==> src/rtl/ir_carrier_gen.sv <==
// IR carrier, carrier strobe and packet strobe generator with per-packet car/direction snapshot.
// Define IR_CARRIER_DUTY33_EN for ~33% carrier duty; the default build gives 50% (floor).
module ir_carrier_gen #(
  parameter int unsigned CAR0_PERIOD    = 2500,
  parameter int unsigned CAR1_PERIOD    = 2778,
  parameter int unsigned CAR2_PERIOD    = 2667,
  parameter int unsigned CAR3_PERIOD    = 2500,
  parameter int unsigned CAR_CNT_WIDTH  = 12,
  parameter int unsigned PACK_PERIOD    = 10_000_000,
  parameter int unsigned PACK_CNT_WIDTH = 24
) (
  input  logic       CLK,
  input  logic       RST,
  input  logic       en,
  input  logic [1:0] car_sel,
  input  logic [3:0] dir_in,
  output logic       Pulse,
  output logic       Pulse_Strobe,
  output logic       pack_strobe,
  output logic [3:0] current_dir_state,
  output logic [1:0] car_id
);

  localparam longint unsigned CarLimit  = 64'd1 << CAR_CNT_WIDTH;
  localparam longint unsigned PackLimit = 64'd1 << PACK_CNT_WIDTH;

  function automatic bit periodBad(input int unsigned per);
    return (per < 3) || (64'(per) > CarLimit) || (PACK_PERIOD <= per);
  endfunction

  generate
    if (periodBad(CAR0_PERIOD) || periodBad(CAR1_PERIOD) || periodBad(CAR2_PERIOD) ||
        periodBad(CAR3_PERIOD) || (64'(PACK_PERIOD) > PackLimit)) begin : gParamCheck
      $error("ir_carrier_gen: illegal carrier/packet period parameters");
    end
  endgenerate

  localparam logic [CAR_CNT_WIDTH-1:0]  LAST0 = CAR_CNT_WIDTH'(CAR0_PERIOD - 1);
  localparam logic [CAR_CNT_WIDTH-1:0]  LAST1 = CAR_CNT_WIDTH'(CAR1_PERIOD - 1);
  localparam logic [CAR_CNT_WIDTH-1:0]  LAST2 = CAR_CNT_WIDTH'(CAR2_PERIOD - 1);
  localparam logic [CAR_CNT_WIDTH-1:0]  LAST3 = CAR_CNT_WIDTH'(CAR3_PERIOD - 1);
  localparam logic [PACK_CNT_WIDTH-1:0] PACK_LAST = PACK_CNT_WIDTH'(PACK_PERIOD - 1);

`ifdef IR_CARRIER_DUTY33_EN
  localparam logic [CAR_CNT_WIDTH-1:0] HIGH0 = CAR_CNT_WIDTH'(CAR0_PERIOD / 3);
  localparam logic [CAR_CNT_WIDTH-1:0] HIGH1 = CAR_CNT_WIDTH'(CAR1_PERIOD / 3);
  localparam logic [CAR_CNT_WIDTH-1:0] HIGH2 = CAR_CNT_WIDTH'(CAR2_PERIOD / 3);
  localparam logic [CAR_CNT_WIDTH-1:0] HIGH3 = CAR_CNT_WIDTH'(CAR3_PERIOD / 3);
`else
  localparam logic [CAR_CNT_WIDTH-1:0] HIGH0 = CAR_CNT_WIDTH'(CAR0_PERIOD >> 1);
  localparam logic [CAR_CNT_WIDTH-1:0] HIGH1 = CAR_CNT_WIDTH'(CAR1_PERIOD >> 1);
  localparam logic [CAR_CNT_WIDTH-1:0] HIGH2 = CAR_CNT_WIDTH'(CAR2_PERIOD >> 1);
  localparam logic [CAR_CNT_WIDTH-1:0] HIGH3 = CAR_CNT_WIDTH'(CAR3_PERIOD >> 1);
`endif

  typedef enum logic {IDLE, RUN} state_t;

  state_t                    state_q, state_d;
  logic [PACK_CNT_WIDTH-1:0] pCnt_q, pCnt_d;
  logic [CAR_CNT_WIDTH-1:0]  cCnt_q, cCnt_d;
  logic [1:0]                carId_q, carId_d;
  logic [3:0]                dir_q, dir_d;
  logic                      pulse_q, pulse_d;
  logic                      cStb_q, cStb_d;
  logic                      pStb_q, pStb_d;
  logic                      packStart;
  logic [CAR_CNT_WIDTH-1:0]  curLast;
  logic [CAR_CNT_WIDTH-1:0]  nextHigh;

  always_ff @(posedge CLK) begin
    if (!RST) begin
      state_q <= IDLE;
      pCnt_q  <= '0;
      cCnt_q  <= '0;
      carId_q <= '0;
      dir_q   <= '0;
      pulse_q <= 1'b0;
      cStb_q  <= 1'b0;
      pStb_q  <= 1'b0;
    end else begin
      state_q <= state_d;
      pCnt_q  <= pCnt_d;
      cCnt_q  <= cCnt_d;
      carId_q <= carId_d;
      dir_q   <= dir_d;
      pulse_q <= pulse_d;
      cStb_q  <= cStb_d;
      pStb_q  <= pStb_d;
    end
  end

  // Outputs are registered from the next counter values, so they line up with the counters.
  always_comb begin
    state_d   = IDLE;
    pCnt_d    = '0;
    cCnt_d    = '0;
    carId_d   = carId_q;
    dir_d     = dir_q;
    packStart = 1'b0;
    unique case (carId_q)
      2'd0:    curLast = LAST0;
      2'd1:    curLast = LAST1;
      2'd2:    curLast = LAST2;
      default: curLast = LAST3;
    endcase
    if (en) begin
      state_d = RUN;
      if (state_q == IDLE || pCnt_q == PACK_LAST) begin
        packStart = 1'b1;
        carId_d   = car_sel;
        dir_d     = dir_in;
      end else begin
        pCnt_d = pCnt_q + 1'b1;
        cCnt_d = (cCnt_q == curLast) ? '0 : cCnt_q + 1'b1;
      end
    end
    unique case (carId_d)
      2'd0:    nextHigh = HIGH0;
      2'd1:    nextHigh = HIGH1;
      2'd2:    nextHigh = HIGH2;
      default: nextHigh = HIGH3;
    endcase
    pStb_d  = packStart;
    cStb_d  = (state_d == RUN) && (cCnt_d == '0);
    pulse_d = (state_d == RUN) && (cCnt_d < nextHigh);
  end

  assign Pulse             = pulse_q;
  assign Pulse_Strobe      = cStb_q;
  assign pack_strobe       = pStb_q;
  assign current_dir_state = dir_q;
  assign car_id            = carId_q;

endmodule

==> config.mk <==
export PLATFORM = sky130hd
export DESIGN_NAME = ir_carrier_gen
export DESIGN_NICKNAME = d
export VERILOG_FILES = /design/src/rtl/ir_carrier_gen.sv
export SDC_FILE = /design/constraint.sdc
export NUM_CORES = 1
export LEC_CHECK = 0
export CORE_MARGIN = 2
export CORE_UTILIZATION = 58
export CTS_CLUSTER_SIZE = 20
export DETAILED_ROUTE_END_ITERATION = 8
export GPL_TIMING_DRIVEN = 1
export PLACE_DENSITY = 0.84
export SKIP_LAST_GASP = 1
export SLEW_MARGIN = 20
export SYNTH_ARGS = -nofsm -noshare
export SYNTH_HDL_FRONTEND = slang
export SYNTH_SLANG_ARGS = --single-unit
==> constraint.sdc <==
create_clock -name CLK -period 3.8 [get_ports CLK]
set_clock_uncertainty 0.15 [all_clocks]
set_input_delay 0.57 -clock CLK [delete_from_list [all_inputs] [get_ports CLK]]
set_output_delay 0.57 -clock CLK [all_outputs]
set_load 0.02 [all_outputs]
; Word-level counts from Yosys, hierarchy flattened
; Index checks and enable logic that the tools add are counted.
[totals]
register_bits = 46
in_bits = 9
out_inout_bits = 9
wordCells = 36
[classes]
addsub = 2
order_cmp = 1
n_eq_ne = 6
n_mux = 9
bitwise = 3
reduce_logical = 7
[op_table]
columns = cell, count
row1 = 12-bit 2-to-1 mux, 3
row2 = 24-bit by 1-bit adder with 24-bit output (second input constant), 1
row3 = 24-bit == test (second input constant), 1
row4 = 10-bit case mux with 2 select lines, 1
row5 = 9-bit case mux with 2 select lines, 1
row6 = 12-bit by 1-bit adder with 12-bit output (second input constant), 1
row7 = 12-bit == test, 1
row8 = 12-bit logical NOT, 1
row9 = 12-bit < comparator, 1
row10 = 2-bit by 1-bit == test with 1-bit output (second input constant), 2
row11 = 2-bit == test (second input constant), 2
row12 = 2-bit 2-to-1 mux, 2
row13 = 2-bit AND reduction, 2
row14 = 1-bit NOT, 3
row15 = 3-bit OR reduction, 1
row16 = 1-bit logical AND, 2
row17 = 1-bit 2-to-1 mux, 2
row18 = 1-bit logical OR, 1

; Logic depth before layout (Yosys ltp)
; Gate-level depths: netlist of the first run.
[depth]
depth_word = 8
depth_mapped = 16
mapped_depth_nobuf = 15

; Worst setup path before layout of the first run
; No wires, ideal clock.
[synth_path]
path_type = flip-flop to flip-flop
startpoint = reg pCnt_q[11]
endpoint = reg pulse_q (netlist: Pulse)
setup_time_ns = 0.117
arrival_ns = 2.870
required_time_ns = 3.533
slack_ns = 0.663
stages_incl_launch_ff = 15
path_buffers = 1
synth_period_minus_slack_ns = 3.137
cell_sequence = dfxtp_1 or4_1 nor2_1 a31oi_1 nand2b_4 buf_6 mux2i_2 ha_1 inv_1 ha_1 a21boi_0 o221ai_1 a21oi_1 o311ai_0 a22o_1
[synth_via]
elab_chain_cells = 8
word_cells_on_any_way = 11
cone_classes = 1 x order compare / 3 x eq/ne / 5 x mux / 2 x reduce/logical
[synth_lines]
columns = element, line
row1 = "start, declared", 59  ; logic [PACK_CNT_WIDTH-1:0] pCnt_q, pCnt_d;
row2 = "start signal, assigned", 82  ; pCnt_q <= pCnt_d;
row3 = 24-bit == test (*), 108  ; if (state_q == IDLE || pCnt_q == PACK_LAST) begin
row4 = 1-bit logical OR (*), 108
row5 = 2-bit 2-to-1 mux, 108
row6 = 2-bit 2-to-1 mux, 106  ; if (en) begin
row7 = 2-bit == test or 2-bit by 1-bit == test with 1-bit output (tied branches), 117  ; unique case (carId_d)
row8 = 9-bit case mux with 2 select lines, 117
row9 = 12-bit < comparator (*), 125  ; pulse_d = (state_d == RUN) && (cCnt_d < nextHigh);
row10 = 1-bit logical AND (*), 125
row11 = "end signal, assigned", 86  ; pulse_q <= pulse_d;
row12 = "end, declared", 63  ; logic pulse_q, pulse_d;
; Mark *: on every way between the ends. The rest lies on a longest branch, timed or not.
; A chain may end at the register's enable or synchronous reset.

; Worst setup path after layout of the first run
[layout_path]
startpoint = reg pCnt_q[11]
endpoint = reg pulse_q (netlist: Pulse)
[layout_via]
elab_chain_cells = 8
word_cells_on_any_way = 11
cone_classes = 1 x order compare / 3 x eq/ne / 5 x mux / 2 x reduce/logical
[layout_lines]
columns = element, line
row1 = 24-bit == test (*), 108
row2 = 1-bit logical OR (*), 108
row3 = 2-bit 2-to-1 mux (*), 108
row4 = 2-bit 2-to-1 mux (*), 106
row5 = named net carId_d[1], 61  ; logic [1:0] carId_q, carId_d;
row6 = 2-bit == test or 2-bit by 1-bit == test with 1-bit output (tied branches), 117
row7 = 9-bit case mux with 2 select lines (*), 117
row8 = 12-bit < comparator (*), 125
row9 = 1-bit logical AND (*), 125
; The timed path passes the listed nets; every way through them passes the cells marked *.

==> results of run 1 <==
-- cell type report --
type | count | area (µm²)
multi-input cells | 219 | 1380
fillers | 324 | 1300
flip-flops and latches | 46 | 921
repair buffers | 17 | 170
clock buffers | 5 | 68.8
well taps | 50 | 62.6
inverters | 13 | 48.8
clock inverters | 3 | 43.8
-- report_power, final --
part           internal [µW]  leakage, µW  switching [µW]
registers                489     0.000373            4.85
clock network            197    0.0000585             169
logic                   35.2     0.000506            38.7
total                    721     0.000937             212
-- how the worst max path moves through the flow --
stage / from / to / slack [ns] / cells after the start
4_1_cts: pCnt_q[11] / Pulse / 0.28 / 14
6_report: pCnt_q[11] / Pulse / 0.28 / 14
3_5_place_dp: pCnt_q[11] / Pulse / 0.30 / 14
3_3_place_gp: pCnt_q[11] / Pulse / 0.47 / 14
5_1_grt: pCnt_q[11] / Pulse / 0.02 / 14
2_1_floorplan: pCnt_q[11] / Pulse / 0.66 / 14
-- through the flow --
stage | setup WS [ns] | instance area [µm²] | utilization (%)
finish | 0.280 | 2700 | 67.4
global route | 0.0186 | 2700 | 67.4
CTS | 0.278 | 2690 | 67.3
detailed placement | 0.305 | 2580 | 64.4
global placement | 0.474 | 2580 | 64.4
floorplan | 0.663 | 2420 | -
-- state kept, by name, indices dropped and copies added, names as in the netlist --
register / cells
Pulse: 1
pCnt_q: 24
pack_strobe: 1
state_q: 1
cCnt_q: 12
Pulse_Strobe: 1
car_id: 2
current_dir_state: 4
-- layout by cell type (no fill, tap or decap), types with 5 or more instances in the layout --
| cell type | instances |
|---|---|
| xor2_1 | 12 |
| nor3_1 | 7 |
| nand2_1 | 20 |
| nor2_1 | 51 |
| clkdlybuf4s50_1 | 17 |
| dfxtp_1 | 46 |
| and3_1 | 6 |
| clkbuf_8 | 5 |
| nand3_1 | 18 |
| nand4_1 | 7 |
| o21ai_0 | 11 |
| a21oi_1 | 8 |
| ha_1 | 14 |
| xnor2_1 | 21 |
| inv_1 | 13 |
-- kinds of logic (layout without fill, tap and decap cells) --
group,Yosys count,in the layout
flops,46,46
buf+inv,29,38
xor+xnor,33,33
simple gates,136,136
compound gates,33,33
mux,3,3
fa+ha+maj,14,14
-- metal layers --
layer  up-vias  global-route usage (%)
met5         -                       0
li1       1019                       -
met1       903                    27.6
met2        40                    33.1
met3        10                    6.17
met4         0                    7.25
-- what timing repair did --
item                                    4_1_cts  5_1_grt
resized for setup                             0        1
endpoints found under the setup margin        0        1
buffers inserted                              0        0
==> results.cfg, run 1 <==
[run_status]
status = finished clean

[synth]
synth_cell_types = 44
yosysTopAreaCell = dfxtp_1
synthXorXnorAreaFrac_pct = 11.9
yosysMostFrequentCell = nor2_1
syn_area_um2 = 2420
synthSimpleGateAreaFrac_pct = 27.8
syn_inst = 294
yosysWarnings = 0
synthAdderAreaFrac_pct = 7.23
synth_seq_cells = 46
synth_compound_area_share_pct = 8.37
synth_area_per_cell_um2 = 8.24
synth_edf_count = 0
async_flop_share_pct = 0
synth_top_area_share_pct = 38.0
synth_seq_area_share_pct = 38.0
synth.area.mux_share_pct = 1.39
ys.flop_type = dfxtp_1
synthTopCellsByCount = 51 x nor2_1, 46 x dfxtp_1, 21 x xnor2_1, 20 x nand2_1, 18 x nand3_1
synth_area_leaders = dfxtp_1 38%, nor2_1 7.9%, xnor2_1 7.6%
synth_top_family_by_area = simple AND/OR/NAND/NOR gates
synth_fp_nets = 317

[min_path]
min-delay-start = pCnt_q[0]
hold_depth = 1
hold_path_class = register to register
min_to = pCnt_q[0]

[global_routing]
grt_pass1_wl_mm = 7.50
grt_max_degree = 24
grt_pass1_vias = 1781
grtUsageTotal_pct = 21.1
antenna_found_initial = 0
grt_overflow = 0

[critical_path]
setup.worst_path.class = register to register
path_buf_inv = 2
crit_path_top_delay_cell = or4_1
cp_max_fo = 11
end_kind = register
reg2regPathDepth = 14
ff2ff_setup_slack_ns = 0.28
cp.required_ns = 3.85
crit_family = compound AO/OA/AOI/OAI gates
max_stage_delay_ns = 0.54
r2r_start = pCnt_q[11]
cp-start-kind = register
r2r_end = Pulse
crit_chain = or4_1 -> nor2_1 -> a31oi_2 -> nand2b_4 -> mux2i_1 -> inv_1 -> ha_1 -> inv_1 -> ha_1 -> a21boi_0 -> o221ai_1 -> a21oi_1 -> o311ai_0 -> a22o_1
cp.arrival_ns = 3.57

[clock_network]
cts_sinks = 46
cts_made_buffers = 5
root_buffer = clkbuf_8
cts_hold_buf = 0
clock_latency_ns = 0.30
clockBufferDepth = 2
cts.clk_slew.worst_paths_ns = 0.08
h-tree-depth = 2
cts_tree = yes

[timing]
rsz0062_at_grt = no
finalSetupTns_ns = 0
maxSlewViolCount = 0
tightest_slew_ns = 0.715
max_freq_mhz = 284
hold_slack_ns = 0.303
hold_viol_final = 0
final.period_utilization_pct = 92.6
slew_headroom_pct = 52.2
fin_crit_ns = 3.52
setup_viol = 0

[floorplanning]
die_w_um = 68.6
die_h_um = 68.6
fp.coreArea_um2 = 4000
design.portCount = 18
rows = 23
die_area_um2 = 4710
start_util_pct = 60.6

[detailed_routing]
antenna_left = 0
drc = 0
drtPass1Iterations = 4
finalWirelength_mm = 4.46
vias = 1972
routedWlPerCell_um = 12.6
wl_met2_mm = 2.00
drtIter0Drc = 91
top_layer_used = met4
post_drt_via_cell_ratio = 5.59
dr_wl_met3_um = 201
wl_met1_mm = 2.19

[job]
drv_cap = 0

[finish]
synthToLayoutAreaGrowth_pct = 11.3
layout.nets = 325
instances_no_fill = 353
antenna_cells = 0
drive_gt1_share_pct = 3.96

[pwr]
p_leak_uw = 0.000937
p_total_uw = 933
irDropWorstVdd_v = 0.000240
pwr_density_cell_nw_per_um2 = 346

[place]
dp.cells = 345
port_buffers = 17
place.gp.congestion = 0.851
dp_hpwl_mm = 3.29
No activity file was read; power rests on OpenSTA's default activity.
==> run 2: changes to the inputs <==
CORE_UTILIZATION = 52   (was 58)
PLACE_DENSITY = 0.8   (was 0.84)
SLEW_MARGIN = 5   (was 20)
clock period = 3.1 ns   (was 3.8 ns; I/O delays follow)
==> run 2 against run 1 <==
The flow now finishes with violations (setup timing). Fmax rose by 10%. Combinational power rose by 73%. Die area rose by 11%. Highest routed layer unchanged. Sequential cell count did not move. Critical path type unchanged. Via count rose by 7.8%. Global-route usage rose by 0.29 points. First-iteration DRC count rose by 35%. Sequential power rose by 23%. Critical path depth did not move. Cell count rose by 7.4%.
==> results.cfg, run 2 (synthesis gave the netlist of run 1 again) <==
[finish]
final_common_cell = nor2_1
drive_gt1_share_pct = 15.0
synthToLayoutAreaGrowth_pct = 21.8
layout.nets = 349
largest_register = pCnt_q
layout_common_cells = 49 x nor2_1, 43 x dfxtp_1, 24 x buf_4
largest_reg_flops = 24
final_area_um2 = 2950
seqCellArea_um2 = 925
antenna_cells = 0
multiInputGateArea_um2 = 1470
nFillCells = 342

[critical_path]
cp.required_ns = 3.15
cp_max_fo = 4
cp-start-kind = register
ff2ff_setup_slack_ns = -0.1
setup.worst_path.class = register to register
reg2regPathDepth = 14
r2r_end = Pulse
r2r_start = pCnt_q[11]
end_kind = register
cp.arrival_ns = 3.25

[pwr]
pwr_density_cell_nw_per_um2 = 379
p_leak_uw = 0.00106
irDropWorstVdd_v = 0.000277
p_total_uw = 1120

[global_routing]
grt_pass1_vias = 1993
antenna_found_initial = 0
grt_pass1_wl_mm = 8.74
grt_max_degree = 19
grtUsageTotal_pct = 21.4
grt_overflow = 0

[timing]
hold_viol_final = 0
max_freq_mhz = 313
hold_slack_ns = 0.307
tightest_slew_ns = 0.506
maxSlewViolCount = 0
setup_viol = 1
fin_crit_ns = 3.20
finalSetupTns_ns = -0.0977
rsz0062_at_grt = yes
final.period_utilization_pct = 103
fin_ws_ns = -0.0977
slew_headroom_pct = 65.8

[run_status]
status = finished with violations
violations = setup timing

[clock_network]
cts_hold_buf = 0
cts_made_buffers = 5
clockBufferDepth = 2
cts_sinks = 46
h-tree-depth = 2
cts_tree = yes
clock_latency_ns = 0.31
cts.clk_slew.worst_paths_ns = 0.08
root_buffer = clkbuf_8

[place]
dpl_cell_area_um2 = 2760
port_buffers = 17
place.gp.congestion = 0.854
dp_hpwl_mm = 3.81
place_ws_ns = -0.107

[detailed_routing]
drc = 0
post_drt_via_cell_ratio = 5.61
vias = 2125
drtIter0Drc = 123
finalWirelength_mm = 5.62
drtPass1Iterations = 4
routedWlPerCell_um = 14.8
antenna_left = 0

[floorplanning]
fp.coreArea_um2 = 4410
die_area_um2 = 5220
die_h_um = 72.3
design.portCount = 18
start_util_pct = 54.9
die_w_um = 72.3
rows = 24

[min_path]
hold_depth = 1
min_to = pCnt_q[0]
min-delay-start = pCnt_q[0]
hold_path_class = register to register

[job]
drv_cap = 0
-- run 2: changes by cell type in the layout (fill, tap and decap cells not counted), moves of 2 or more --
cell     change
buf_4       +24
dfxtp_1      -3
dfxtp_2      +3
ha_1         -2
ha_4         +2
nor2_1       -2
-- run 2: worst max path at each step --
stage / cells after the start / from / to
2_1_floorplan: 14 / pCnt_q[14] / Pulse
3_3_place_gp: 14 / pCnt_q[14] / Pulse
5_1_grt: 14 / pCnt_q[8] / Pulse
4_1_cts: 14 / pCnt_q[11] / Pulse
6_report: 14 / pCnt_q[11] / Pulse
3_5_place_dp: 14 / pCnt_q[14] / Pulse
-- run 2: layout make-up --
cell class	count	area share, %
inverters	13	1.74
well taps	52	2.20
repair buffers	41	11.9
clock inverters	1	0.170
flip-flops and latches	46	31.3
clock buffers	7	2.92
multi-input cells	219	49.8
-- run 2: repair_timing --
item,4_1_cts,5_1_grt
endpoints found under the setup margin,1,1
buffers inserted,1,1
resized for setup,7,9
gates cloned,0,0
pin swaps,9,5
-- run 2: per-layer routing --
metal	GRT usage, %	up-vias	routed length, µm
met3	6.81	11	257
li1	-	1060	-
met1	26.8	1006	2530
met2	34.8	48	2750
met5	0	-	0
met4	7.13	0	93
-- run 2: power breakdown --
group / switching (µW) / total [µW] / internal [µW]
Sequential: 5.85 / 605 / 599
Clock: 204 / 384 / 180
Combinational: 62.6 / 128 / 65.7
Total: 273 / 1120 / 845
-- run 2: worst max-delay path: stages (launching register included) --
cell and delay [ns]:
dfxtp_2 0.33, or4_4 0.54, nor2_4 0.16, a31oi_4 0.13, nand2b_4 0.20, mux2i_2 0.21
inv_1 0.10, ha_4 0.29, inv_4 0.04, ha_4 0.24, a21boi_4 0.16, o221ai_2 0.13
a21oi_2 0.12, o311ai_1 0.11, a22o_1 0.19
-- run 2: per-stage QoR --
step | util [%] | cells
2_1_floorplan | - | 294
3_3_place_gp | 62.4 | 369
3_5_place_dp | 62.4 | 369
4_1_cts | 65.8 | 378
5_1_grt | 66.9 | 379
6_report | 66.9 | 379
